**config.mk**
```make
export PLATFORM = sky130hd
export DESIGN_NAME = reg_read_port
export DESIGN_NICKNAME = d
export VERILOG_FILES = /design/src/rtl/reg_read_port.sv
export SDC_FILE = /design/constraint.sdc
export NUM_CORES = 1
export LEC_CHECK = 0
export ABC_AREA = 1
export BUFFER_PORTS_ARGS = -buffer_cell sky130_fd_sc_hd__buf_2
export CAP_MARGIN = 15
export CORE_MARGIN = 2
export CORE_UTILIZATION = 35
export CTS_CLUSTER_SIZE = 12
export DETAILED_ROUTE_END_ITERATION = 7
export GPL_TIMING_DRIVEN = 0
export PLACE_DENSITY_LB_ADDON = 0.12
export REMOVE_ABC_BUFFERS = 1
export SLEW_MARGIN = 0
export SYNTH_ARGS = -nofsm -noshare
export SYNTH_HDL_FRONTEND = slang
export SYNTH_SLANG_ARGS = --single-unit
```
**constraint.sdc**
```tcl
create_clock -name clk -period 5.4 [get_ports clk]
set_clock_uncertainty 0.1 [all_clocks]
set_input_delay 0 -clock clk [delete_from_list [all_inputs] [get_ports clk]]
set_output_delay 0 -clock clk [all_outputs]
set_load 0.05 [all_outputs]
```
**src/rtl/reg_read_port.sv**
```systemverilog
// ============================================================================
// reg_read_port
// ----------------------------------------------------------------------------
// Read side of the general/pointer/index register file. Decode hands in two
// 8086 reg fields plus the w bit; the block returns two 8/16-bit operands
// (and the request's opaque tag) through a small response FIFO, so decode can
// run ahead of the execute stage.
//
// Operand values are captured when the request is accepted. Queued entries
// never track later register-file changes.
//
// Configuration macro: REG_READ_BYPASS_EN
//   defined   : operands see the post-write value of each register for the
//               accept cycle (en_write / data_in / select_data_h_reg used).
//   undefined : operands are the pre-write register values; the bypass
//               inputs remain on the port list and are ignored.
//
// Ports
//   clk, reset_n                 clock, asynchronous active-low reset
//   req_valid / req_ready        request handshake
//   req_w                        0 = 8-bit operands, 1 = 16-bit operands
//   req_reg_a / req_reg_b        3-bit reg fields for operands A and B
//   req_sext                     8-bit only: sign-extend (1) or zero-extend (0)
//   req_tag                      opaque tag returned with the response
//   AX..BP                       current register-file outputs
//   en_write, data_in,
//   select_data_h_reg            register-file write port (bypass only)
//   rsp_valid / rsp_ready        response handshake
//   rsp_a, rsp_b, rsp_tag        FIFO head (hold last values when empty)
//   occupancy                    number of stored responses
// ============================================================================
module reg_read_port #(
    parameter int DEPTH = 2,
    parameter int TAG_W = 4
) (
    input  logic                       clk,
    input  logic                       reset_n,
    input  logic                       req_valid,
    output logic                       req_ready,
    input  logic                       req_w,
    input  logic [2:0]                 req_reg_a,
    input  logic [2:0]                 req_reg_b,
    input  logic                       req_sext,
    input  logic [TAG_W-1:0]           req_tag,
    input  logic [15:0]                AX,
    input  logic [15:0]                BX,
    input  logic [15:0]                CX,
    input  logic [15:0]                DX,
    input  logic [15:0]                SI,
    input  logic [15:0]                DI,
    input  logic [15:0]                SP,
    input  logic [15:0]                BP,
    input  logic [15:0]                en_write,
    input  logic [15:0]                data_in,
    input  logic                       select_data_h_reg,
    output logic                       rsp_valid,
    input  logic                       rsp_ready,
    output logic [15:0]                rsp_a,
    output logic [15:0]                rsp_b,
    output logic [TAG_W-1:0]           rsp_tag,
    output logic [$clog2(DEPTH+1)-1:0] occupancy
);

    localparam int OCC_W = $clog2(DEPTH + 1);
    localparam int PTR_W = (DEPTH > 1) ? $clog2(DEPTH) : 1;

    // ------------------------------------------------------------------
    // Register values seen by the operand decode
    // ------------------------------------------------------------------
    logic [15:0] ax_v, bx_v, cx_v, dx_v, si_v, di_v, sp_v, bp_v;

`ifdef REG_READ_BYPASS_EN
    // Post-write value of a byte-addressable register. Only one write
    // applies per register: full word beats low byte beats high byte.
    function automatic logic [15:0] wr_word(
        input logic [15:0] cur,
        input logic        full_en,
        input logic        lo_en,
        input logic        hi_en,
        input logic [15:0] din,
        input logic        sel_h
    );
        logic [15:0] res;
        res = cur;
        if (full_en) begin
            res = din;
        end else if (lo_en) begin
            res[7:0] = din[7:0];
        end else if (hi_en) begin
            res[15:8] = sel_h ? din[15:8] : din[7:0];
        end
        return res;
    endfunction

    assign ax_v = wr_word(AX, en_write[0], en_write[12], en_write[8],  data_in, select_data_h_reg);
    assign bx_v = wr_word(BX, en_write[1], en_write[13], en_write[9],  data_in, select_data_h_reg);
    assign cx_v = wr_word(CX, en_write[2], en_write[14], en_write[10], data_in, select_data_h_reg);
    assign dx_v = wr_word(DX, en_write[3], en_write[15], en_write[11], data_in, select_data_h_reg);
    assign si_v = en_write[4] ? data_in : SI;
    assign di_v = en_write[5] ? data_in : DI;
    assign sp_v = en_write[6] ? data_in : SP;
    assign bp_v = en_write[7] ? data_in : BP;
`else
    assign ax_v = AX;
    assign bx_v = BX;
    assign cx_v = CX;
    assign dx_v = DX;
    assign si_v = SI;
    assign di_v = DI;
    assign sp_v = SP;
    assign bp_v = BP;

    // Write-port inputs have no function in this build.
    logic unused_bypass;
    assign unused_bypass = ^{en_write, data_in, select_data_h_reg};
`endif

    // Indexed in 16-bit reg-field order. Entries 0..3 are also the
    // AX/CX/DX/BX sources for the 8-bit fields (bit 2 picks the high byte).
    logic [15:0] reg_val [8];
    assign reg_val[0] = ax_v;
    assign reg_val[1] = cx_v;
    assign reg_val[2] = dx_v;
    assign reg_val[3] = bx_v;
    assign reg_val[4] = sp_v;
    assign reg_val[5] = bp_v;
    assign reg_val[6] = si_v;
    assign reg_val[7] = di_v;

    // ------------------------------------------------------------------
    // Operand decode (A = 0, B = 1)
    // ------------------------------------------------------------------
    logic [2:0]  op_sel [2];
    logic [15:0] op_val [2];

    assign op_sel[0] = req_reg_a;
    assign op_sel[1] = req_reg_b;

    genvar gi;
    generate
        for (gi = 0; gi < 2; gi++) begin : g_op
            logic [15:0] byte_src;
            logic [7:0]  sel_byte;

            assign byte_src    = reg_val[{1'b0, op_sel[gi][1:0]}];
            assign sel_byte    = op_sel[gi][2] ? byte_src[15:8] : byte_src[7:0];
            assign op_val[gi]  = req_w ? reg_val[op_sel[gi]]
                                       : {{8{req_sext & sel_byte[7]}}, sel_byte};
        end
    endgenerate

    // ------------------------------------------------------------------
    // Response FIFO
    // ------------------------------------------------------------------
    logic [15:0]      mem_a_q   [DEPTH];
    logic [15:0]      mem_b_q   [DEPTH];
    logic [TAG_W-1:0] mem_tag_q [DEPTH];

    logic [PTR_W-1:0] wr_ptr_q, wr_ptr_d;
    logic [PTR_W-1:0] rd_ptr_q, rd_ptr_d;
    logic [OCC_W-1:0] count_q,  count_d;
    logic [15:0]      rsp_a_q,  rsp_a_d;
    logic [15:0]      rsp_b_q,  rsp_b_d;
    logic [TAG_W-1:0] rsp_tag_q, rsp_tag_d;

    logic push;
    logic pop;

    function automatic logic [PTR_W-1:0] ptr_inc(input logic [PTR_W-1:0] p);
        return (p == PTR_W'(DEPTH - 1)) ? '0 : p + PTR_W'(1);
    endfunction

    // No pass-through when full: a same-cycle pop does not open req_ready.
    assign req_ready = (count_q < OCC_W'(DEPTH));
    assign rsp_valid = (count_q != '0);
    assign push      = req_valid & req_ready;
    assign pop       = rsp_valid & rsp_ready;

    always_comb begin
        wr_ptr_d  = wr_ptr_q;
        rd_ptr_d  = rd_ptr_q;
        count_d   = count_q;
        rsp_a_d   = rsp_a_q;
        rsp_b_d   = rsp_b_q;
        rsp_tag_d = rsp_tag_q;

        if (push) begin
            wr_ptr_d = ptr_inc(wr_ptr_q);
        end
        if (pop) begin
            rd_ptr_d = ptr_inc(rd_ptr_q);
        end
        if (push && !pop) begin
            count_d = count_q + OCC_W'(1);
        end else if (pop && !push) begin
            count_d = count_q - OCC_W'(1);
        end

        // The output registers always mirror the next head. If the next head
        // is the slot being written this cycle, take the incoming operands
        // directly since the storage array has not been updated yet. When the
        // FIFO drains, the outputs keep their last values.
        if (count_d != '0) begin
            if (push && (rd_ptr_d == wr_ptr_q)) begin
                rsp_a_d   = op_val[0];
                rsp_b_d   = op_val[1];
                rsp_tag_d = req_tag;
            end else begin
                rsp_a_d   = mem_a_q[rd_ptr_d];
                rsp_b_d   = mem_b_q[rd_ptr_d];
                rsp_tag_d = mem_tag_q[rd_ptr_d];
            end
        end
    end

    // Payload storage needs no reset: nothing reads an entry before it is
    // written, because rsp_* come from their own reset registers.
    always_ff @(posedge clk) begin
        if (push) begin
            mem_a_q[wr_ptr_q]   <= op_val[0];
            mem_b_q[wr_ptr_q]   <= op_val[1];
            mem_tag_q[wr_ptr_q] <= req_tag;
        end
    end

    always_ff @(posedge clk or negedge reset_n) begin
        if (!reset_n) begin
            wr_ptr_q  <= '0;
            rd_ptr_q  <= '0;
            count_q   <= '0;
            rsp_a_q   <= '0;
            rsp_b_q   <= '0;
            rsp_tag_q <= '0;
        end else begin
            wr_ptr_q  <= wr_ptr_d;
            rd_ptr_q  <= rd_ptr_d;
            count_q   <= count_d;
            rsp_a_q   <= rsp_a_d;
            rsp_b_q   <= rsp_b_d;
            rsp_tag_q <= rsp_tag_d;
        end
    end

    assign rsp_a     = rsp_a_q;
    assign rsp_b     = rsp_b_q;
    assign rsp_tag   = rsp_tag_q;
    assign occupancy = count_q;

endmodule
```
# Word-level counts from Yosys, hierarchy flattened
# Memory sizes are Yosys's and may differ from the RTL's. A register that Yosys moved wholly into a read port is not among the register bits.
# Cells that the tools add are included.
# totals
register_bits	4
ramBits	72
inputBits	177
out_inout_bits	40
word_cells	55
n_memories	3
# classes
n_addsub	4
order_cmp	5
muxes	23
bitwise	8
n_reduce_logical	9
# mem_list
name	words	word_bits	read_ports	rd_ports_with_merged_regs	write_ports	line	text
mem_a_q	2	16	1	1	1	155	logic [15:0] mem_a_q [DEPTH];
mem_b_q	2	16	1	1	1	156	logic [15:0] mem_b_q [DEPTH];
mem_tag_q	2	4	1	1	1	157	logic [TAG_W-1:0] mem_tag_q [DEPTH];
# op_table
op	count
binary-select mux 16 bit (select 3 bit)	4
two-way mux 16 bit	10
greater-or-equal comparator 4 bit, second input constant	4
two-way mux 8 bit	2
NOT 2 -> 4 bit	2
NOT 3 -> 4 bit	2
zero test 1 bit	5
two-way mux 1 bit	5
bitwise AND 1 bit	4
two-way mux 2 bit	2
nonzero test 2 bit	2
adder 1 bit, second input constant	2
adder 2 x 1 -> 2 bit, second input constant	1
logical AND 1 bit	2
less-than comparator 2 bit, second input constant	1
subtractor 2 x 1 -> 2 bit, second input constant	1

# Depth between registers and ports, before layout
# Gate-level depths: netlist of run 1.
# logic_depth
ltp_word	7
depth_mapped	14
ltp_nobuf	13

# Worst setup path before layout of run 1
# Ideal clock, no wire load.
# synth_timing
path_kind	register to register
start	register count_q[1], in the netlist occupancy[1]
end	memory mem_a_q[0][0] (enable)
setup_time_ns	0.429
arrival_time_ns	2.404
required_time_ns	4.871
setup_slack_ns	2.467
path_stages_with_launch	4
path_buffers	0
synth_period_minus_slack_ns	2.933
path_cell_list	dfrtp_1 nor2_4 inv_2 nor2_1
# synth_between
elab_chain_cells	4
# synth_rtl
item	line	text
from (decl)	161	logic [OCC_W-1:0] count_q, count_d;
from (signal assigned)	237	count_q <= count_d;
less-than comparator 2 bit	174	assign req_ready = (count_q < OCC_W'(DEPTH));
bitwise AND 1 bit	176	assign push = req_valid & req_ready;
two-way mux 1 bit	219	if (push) begin
two-way mux 1 bit (not written as such)	220	mem_a_q[wr_ptr_q] <= op_val[0];
to (decl)	155	
# No other way between the ends.

# Worst setup path after layout of run 1
# layout_timing
start	register count_q[1], in the netlist occupancy[1]
end	register rsp_b_q[0], in the netlist rsp_b[0], read port of mem_b_q
# layout_between
elab_chain_cells	7
word_cells_on_any_way	14
classes_between	add/sub (2); order compare (1); mux (3); bitwise (2); reduce/logical (6)
# layout_rtl
item	line	text
less-than comparator 2 bit	174	
bitwise AND 1 bit	176	
zero test 1 bit	195	end else if (pop && !push) begin
logical AND 1 bit	195	
two-way mux 2 bit	195	
two-way mux 2 bit	193	if (push && !pop) begin
nonzero test 2 bit	203	if (count_d != '0) begin
to (decl)	163	logic [15:0] rsp_b_q, rsp_b_d;
# Parallel ways exist; a longest one is shown, timed or not.
# A chain may end at the register's enable or synchronous reset.

==> flow_summary.yaml, run 1 <==
logic_synthesis:
  synth_area_leaders: "edfxtp_1, nand2_1, dfrtp_1"
  syn_area_sq_mm: 0.00745
  synth_top_area_share_pct: 29.0
  yosysSeqAreaShare_pct: 42.4
  synthCells: 1085
  synth.largest_area_cell: "edfxtp_1"
  synth_seq_cells: 112
  avgSynthCellArea_sq_um: 6.87
  yosysWarningCount: 0
  ys_types: 27
timing:
  final_max_slew_viol_count: 0
  relSlewSlack_pct: 28.0
  hold_viol_final: 0
  final.setup.worst_slack_ns: 1.32
  hold_ws_ns: 0.0230
  layout_min_cycle_time_ns: 4.08
  fin_tns_setup_ns: 0
  setup_violations: 0
  fmax_mhz: 245
  rsz0062_at_grt: "false"
  worst_pin_slew_ns: 1.08
  post-route-period-util_pct: 75.5
die:
  rows: 53
  ios: 217
  die_h_um: 150
  start_util_pct: 35.6
  die_w_um: 150
  core_area_sq_mm: 0.0210
  dieArea_sq_mm: 0.0225
cts:
  postCtsSetupRepairBufs: 0
  cts_resized: 0
  hold_buffers: 7
  h-tree-depth: 3
  clk_transition_reported_paths_ns: 0.07
  cts_tree: "yes"
  cts_root_buffer: "clkbuf_16"
  clock-sinks: 112
  clock_path_buffers: 2
  insertion_delay_ns: 0.36
  numCtsBuffers: 9
worst_setup_path:
  cp_cell_sequence: "inv_1, ha_1, inv_2, nand2_2, nand2_1, nand2_2, nand2_1, nand3_2, inv_2, nand3_1, nand3_1, nand2_1"
  cp.buffers_inverters: 3
  worstReg2RegStart: "occupancy[1]"
  critPathCaptureType: "flip-flop"
  cp_max_fo: 42
  slowest_stage: "inv_2"
  slowest_delay_ns: 0.96
  cp.required_ns: 5.54
  ff2ff_path_depth: 12
  critical_path_class: "reg -> reg"
  reg2reg_to: "rsp_b[0]"
  crit_top_cell: "nand2_1"
  cp_top_family: "simple AND/OR/NAND/NOR gates"
  reg2reg_slack_ns: 1.32
  start_kind: "flip-flop"
  worstPathArrival_ns: 4.22
pwr:
  finalPower_w: 0.00408
  ir_drop_v: 0.000188
  power_leakage_nw: 4.30
  p_per_area_mw_per_mm2: 466
worst_hold_path:
  hold_end: "mem_a_q[0][4]"
  hold_depth: 5
  hold_start: "AX[4]"
  hp-class: "in -> reg"
grt:
  grt_first_pass_wirelength_um: 38600
  grt_start_max_net_pins: 87
  antenna_found_initial: 2
  grt_use_total_pct: 22.5
  grt_pass1_vias: 7092
  grt_overflow: 0
route:
  drc: 0
  drt-initial-drc-count: 593
  wirelength_um: 25300
  viasPerCell: 5.02
  dr.pass1.iters: 5
  ant_nets: 0
  via_count: 7521
  routedWlPerCell_um: 16.9
finish:
  finish.utilization_pct: 41.8
  nets: 1394
  fill_cells: 2271
  final_common_cell: "nand2_1"
  syn_to_final_growth_pct: 17.5
  drive_above_1_share_pct: 18.3
  final_cell_mix: "nand2_1, buf_2, nand3_1, o21ai_0, nor2_1"
placement:
  io_buffers: 183
  hpwl_um: 16200
  dp_slack_ns: 1.26
  place.gp.congestion: 0.773
outcome:
  outcome: "completed"
job:
  max-cap-violations: 0
[cell type report]
cell class	instances	area, sq um	share of cell area [%]
sequential	112	3160	36.1
inverter	77	289	3.30
multi-input combinational	822	3590	41.0
antenna	3	7.51	0.0857
clock buffer	10	229	2.62
timing repair buffer	194	1080	12.4
clock inverter	6	46.3	0.529
tap	275	344	3.93
[worst max path at each step]
stage	start	end	slack, ns	depth (start not counted)
3_5_place_dp	occupancy[1]	rsp_b[0]	1.26	12
2_1_floorplan	occupancy[1]	rsp_a[1]	1.60	12
6_report	occupancy[1]	rsp_b[0]	1.32	12
3_3_place_gp	occupancy[1]	rsp_b[0]	0.80	12
5_1_grt	occupancy[1]	rsp_b[0]	0.99	12
4_1_cts	occupancy[1]	rsp_b[0]	1.26	12
[per-layer routing]
metal | up-vias | track usage, % | routed length, um
li1 | 3793 | - | -
met1 | 3440 | 30.5 | 11400
met2 | 265 | 36.6 | 11800
met3 | 23 | 4.12 | 1770
met4 | 0 | 7.12 | 454
met5 | - | 0 | 0
[worst min-delay path, delay by kind of cell]
| kind | cells | cell delay [ns] |
|---|---|---|
| simple gates | 2 | 0.14 |
| buf+inv | 1 | 0.09 |
| compound gates | 2 | 0.13 |
[stage by stage]
step	instance area, sq um	std cells
after CTS	8730	1495
after detailed placement	8380	1472
after floorplan	7030	1011
final	8760	1499
after global placement	8290	1469
after global routing	8750	1496
[Yosys cell counts]
library cell,count
clkinv_1,2
ha_1,1
xor2_1,1
edfxtp_1,72
nand3_4,1
clkbuf_2,1
nand3_2,3
inv_2,6
o21ai_1,19
inv_1,69
buf_2,34
dfrtp_1,40
o211ai_1,14
nand2_2,3
buf_6,6
clkbuf_1,12
a21oi_1,33
nor2_1,83
o211ai_2,1
nand2_1,424
nand3_1,150
buf_4,16
o21ai_0,84
nor2_2,1
or2_2,3
nor2_4,1
buf_1,5
[power by group]
part | leakage (nW) | switching [W] | internal [W]
combinational | 3.05 | 0.00160 | 0.000556
clock | 0.117 | 0.000311 | 0.000314
sequential | 1.13 | 0.000112 | 0.00119
total | 4.30 | 0.00202 | 0.00206
[kinds of logic after synthesis]
group / share of synthesized area, %
AOI/OAI and AO/OA: 10.7
xor gates and xnor gates: 0.118
adders and majority gates: 0.168
buffers and inverters: 9.60
DFF: 42.4
and+or+nand+nor: 37.0
[registers in the layout (all words and copies together) (netlist names)]
name,flops
mem_a_q,32
mem_b_q,32
mem_tag_q,8
occupancy,2
rd_ptr_q,1
rsp_a,16
rsp_b,16
rsp_tag,4
wr_ptr_q,1
Power figures use the tool's default switching activity.
==> inputs of run 2 (changes only) <==
==> constraint.sdc (replaced) <==
create_clock -name clk -period 3.8 [get_ports clk]
set_clock_uncertainty 0.1 [all_clocks]
set_input_delay 0 -clock clk [delete_from_list [all_inputs] [get_ports clk]]
set_output_delay 0 -clock clk [all_outputs]
set_load 0.05 [all_outputs]
==> run 2 against run 1 <==
Critical path depth unchanged. Sequential cell count unchanged. Cell count unchanged. First-iteration DRC count up 8.9%. Sequential power up 42%. Worst setup slack worse by 0.91 ns. Worst hold slack about the same. Die area unchanged. Register-to-register slack worse by 0.91 ns. Sequential share of layout area about the same.
==> flow_summary.yaml, run 2 (synthesis results as in run 1) <==
route:
  wl_met3_um: 1560
  drc: 0
  wirelength_um: 25300
  routedWlPerCell_um: 16.9
  dr_wl_met2_um: 11800
  via_count: 7502
  drt-met1-wl_um: 11500
  dr.max_layer_used: "met4"
  dr.pass1.iters: 5
  drt-initial-drc-count: 646
  ant_nets: 0
  viasPerCell: 5.00
worst_setup_path:
  cp_cell_sequence: "inv_1, ha_1, inv_2, nand2_2, nand2_1, nand2_2, nand2_1, nand3_4, inv_4, nand3_1, nand3_1, nand2_1"
  slowest_stage: "inv_4"
  critPathCaptureType: "flip-flop"
  cp_max_fo: 42
  slowest_delay_ns: 0.57
  critical_path_class: "reg -> reg"
  crit_top_cell: "nand2_1"
  worstPathArrival_ns: 3.53
  ff2ff_path_depth: 12
  cp.required_ns: 3.94
  start_kind: "flip-flop"
cts:
  postCtsSetupRepairBufs: 0
  clock-sinks: 112
  h-tree-depth: 3
  numCtsBuffers: 9
  clock_path_buffers: 2
  insertion_delay_ns: 0.36
  clk_transition_reported_paths_ns: 0.07
  cts_tree: "yes"
  cts_root_buffer: "clkbuf_16"
timing:
  hold_viol_final: 0
  setup_violations: 0
  post-route-period-util_pct: 89.1
  rsz0062_at_grt: "false"
  worst_pin_slew_ns: 1.07
  layout_min_cycle_time_ns: 3.39
  fmax_mhz: 295
  final.setup.worst_slack_ns: 0.413
  relSlewSlack_pct: 28.6
  final_max_slew_viol_count: 0
outcome:
  outcome: "completed"
finish:
  fill_cells: 2271
  syn_to_final_growth_pct: 17.6
  final_cell_mix: "nand2_1, buf_2, nand3_1, o21ai_0, nor2_1"
  final_common_cell: "nand2_1"
  nets: 1394
  drive_above_1_share_pct: 18.3
  reg.largest.list: "mem_a_q (32), mem_b_q (32)"
  finish.utilization_pct: 41.8
  stdcell_count: 1499
  fin_area_sq_mm: 0.00877
grt:
  grt_overflow: 0
  grt_start_max_net_pins: 87
  antenna_found_initial: 2
  grt_first_pass_wirelength_um: 38700
  grt_use_total_pct: 22.5
  grt_pass1_vias: 7111
die:
  core_area_sq_mm: 0.0210
  die_w_um: 150
  ios: 217
  die_h_um: 150
  dieArea_sq_mm: 0.0225
  rows: 53
  start_util_pct: 35.6
pwr:
  p_per_area_mw_per_mm2: 663
  finalPower_w: 0.00581
  power_leakage_nw: 4.30
  ir_drop_v: 0.000265
placement:
  hpwl_um: 16200
  io_buffers: 183
  dp.cells: 1472
  placedInstanceArea_sq_mm: 0.00838
  place.gp.congestion: 0.773
  dp_slack_ns: -0.341
job:
  max-cap-violations: 0
worst_hold_path:
  hp-class: "in -> async"
-- run 2: cell count changes in the layout (fill, tap and decap cells not counted) --
cell     delta
inv_2       -1
inv_4       +1
nand3_2     -1
nand3_4     +1
-- run 2: critical path, delay by kind of cell (launching register included) --
kind          cells  cell delay, ns
fa+ha+maj         1            0.21
buf+inv           3            0.73
flops             1            0.40
simple gates      8            1.79
-- run 2: path summary, 6_finish.rpt --
path                                   start             to  slack, ns
worst min register to register     rsp_b[11]      rsp_b[11]       0.37
max in group asynchronous            reset_n       rsp_b[5]       3.06
worst max register to register  occupancy[1]       rsp_b[0]       0.41
worst max-delay path            occupancy[1]       rsp_b[0]       0.41
min in group clk                       AX[4]  mem_a_q[0][4]       0.02
worst min-delay path                 reset_n   occupancy[1]       0.02
-- run 2: metrics by stage --
stage	setup TNS, ns	hold slack (ns)
floorplan	0	-0.396
global placement	-26.52	0.105
detailed placement	-7.68	0.109
CTS	0	0.00698
global route	0	0.0580
finish	0	0.0228
-- run 2: final cells by class --
type                    count  area [sq um]  share of cell area, %
well taps                 275           344                   3.93
flip-flops and latches    112          3160                   36.1
clock buffers              10           229                   2.61
repair buffers            194          1080                   12.4
clock inverters             6          46.3                  0.528
multi-input cells         822          3600                   41.1
inverters                  77           292                   3.33
diodes                      3          7.51                 0.0856
-- run 2: where the power goes --
part	switching (W)	total, W	internal, W
clock network	0.000443	0.000889	0.000446
registers	0.000159	0.00185	0.00169
logic	0.00228	0.00307	0.000792
total	0.00288	0.00581	0.00293
-- run 2: timing repair --
action | CTS | global route
hold buffers | 7 | 0
gates resized for setup | 2 | 0
hold endpoints to repair | 54 | 0
setup endpoints to repair | 31 | 0
-- run 2: metal layers --
layer | track usage, % | up-vias
met5 | 0 | -
met4 | 7.12 | 0
met3 | 4.12 | 25
met2 | 36.6 | 238
met1 | 30.4 | 3448
li1 | - | 3791
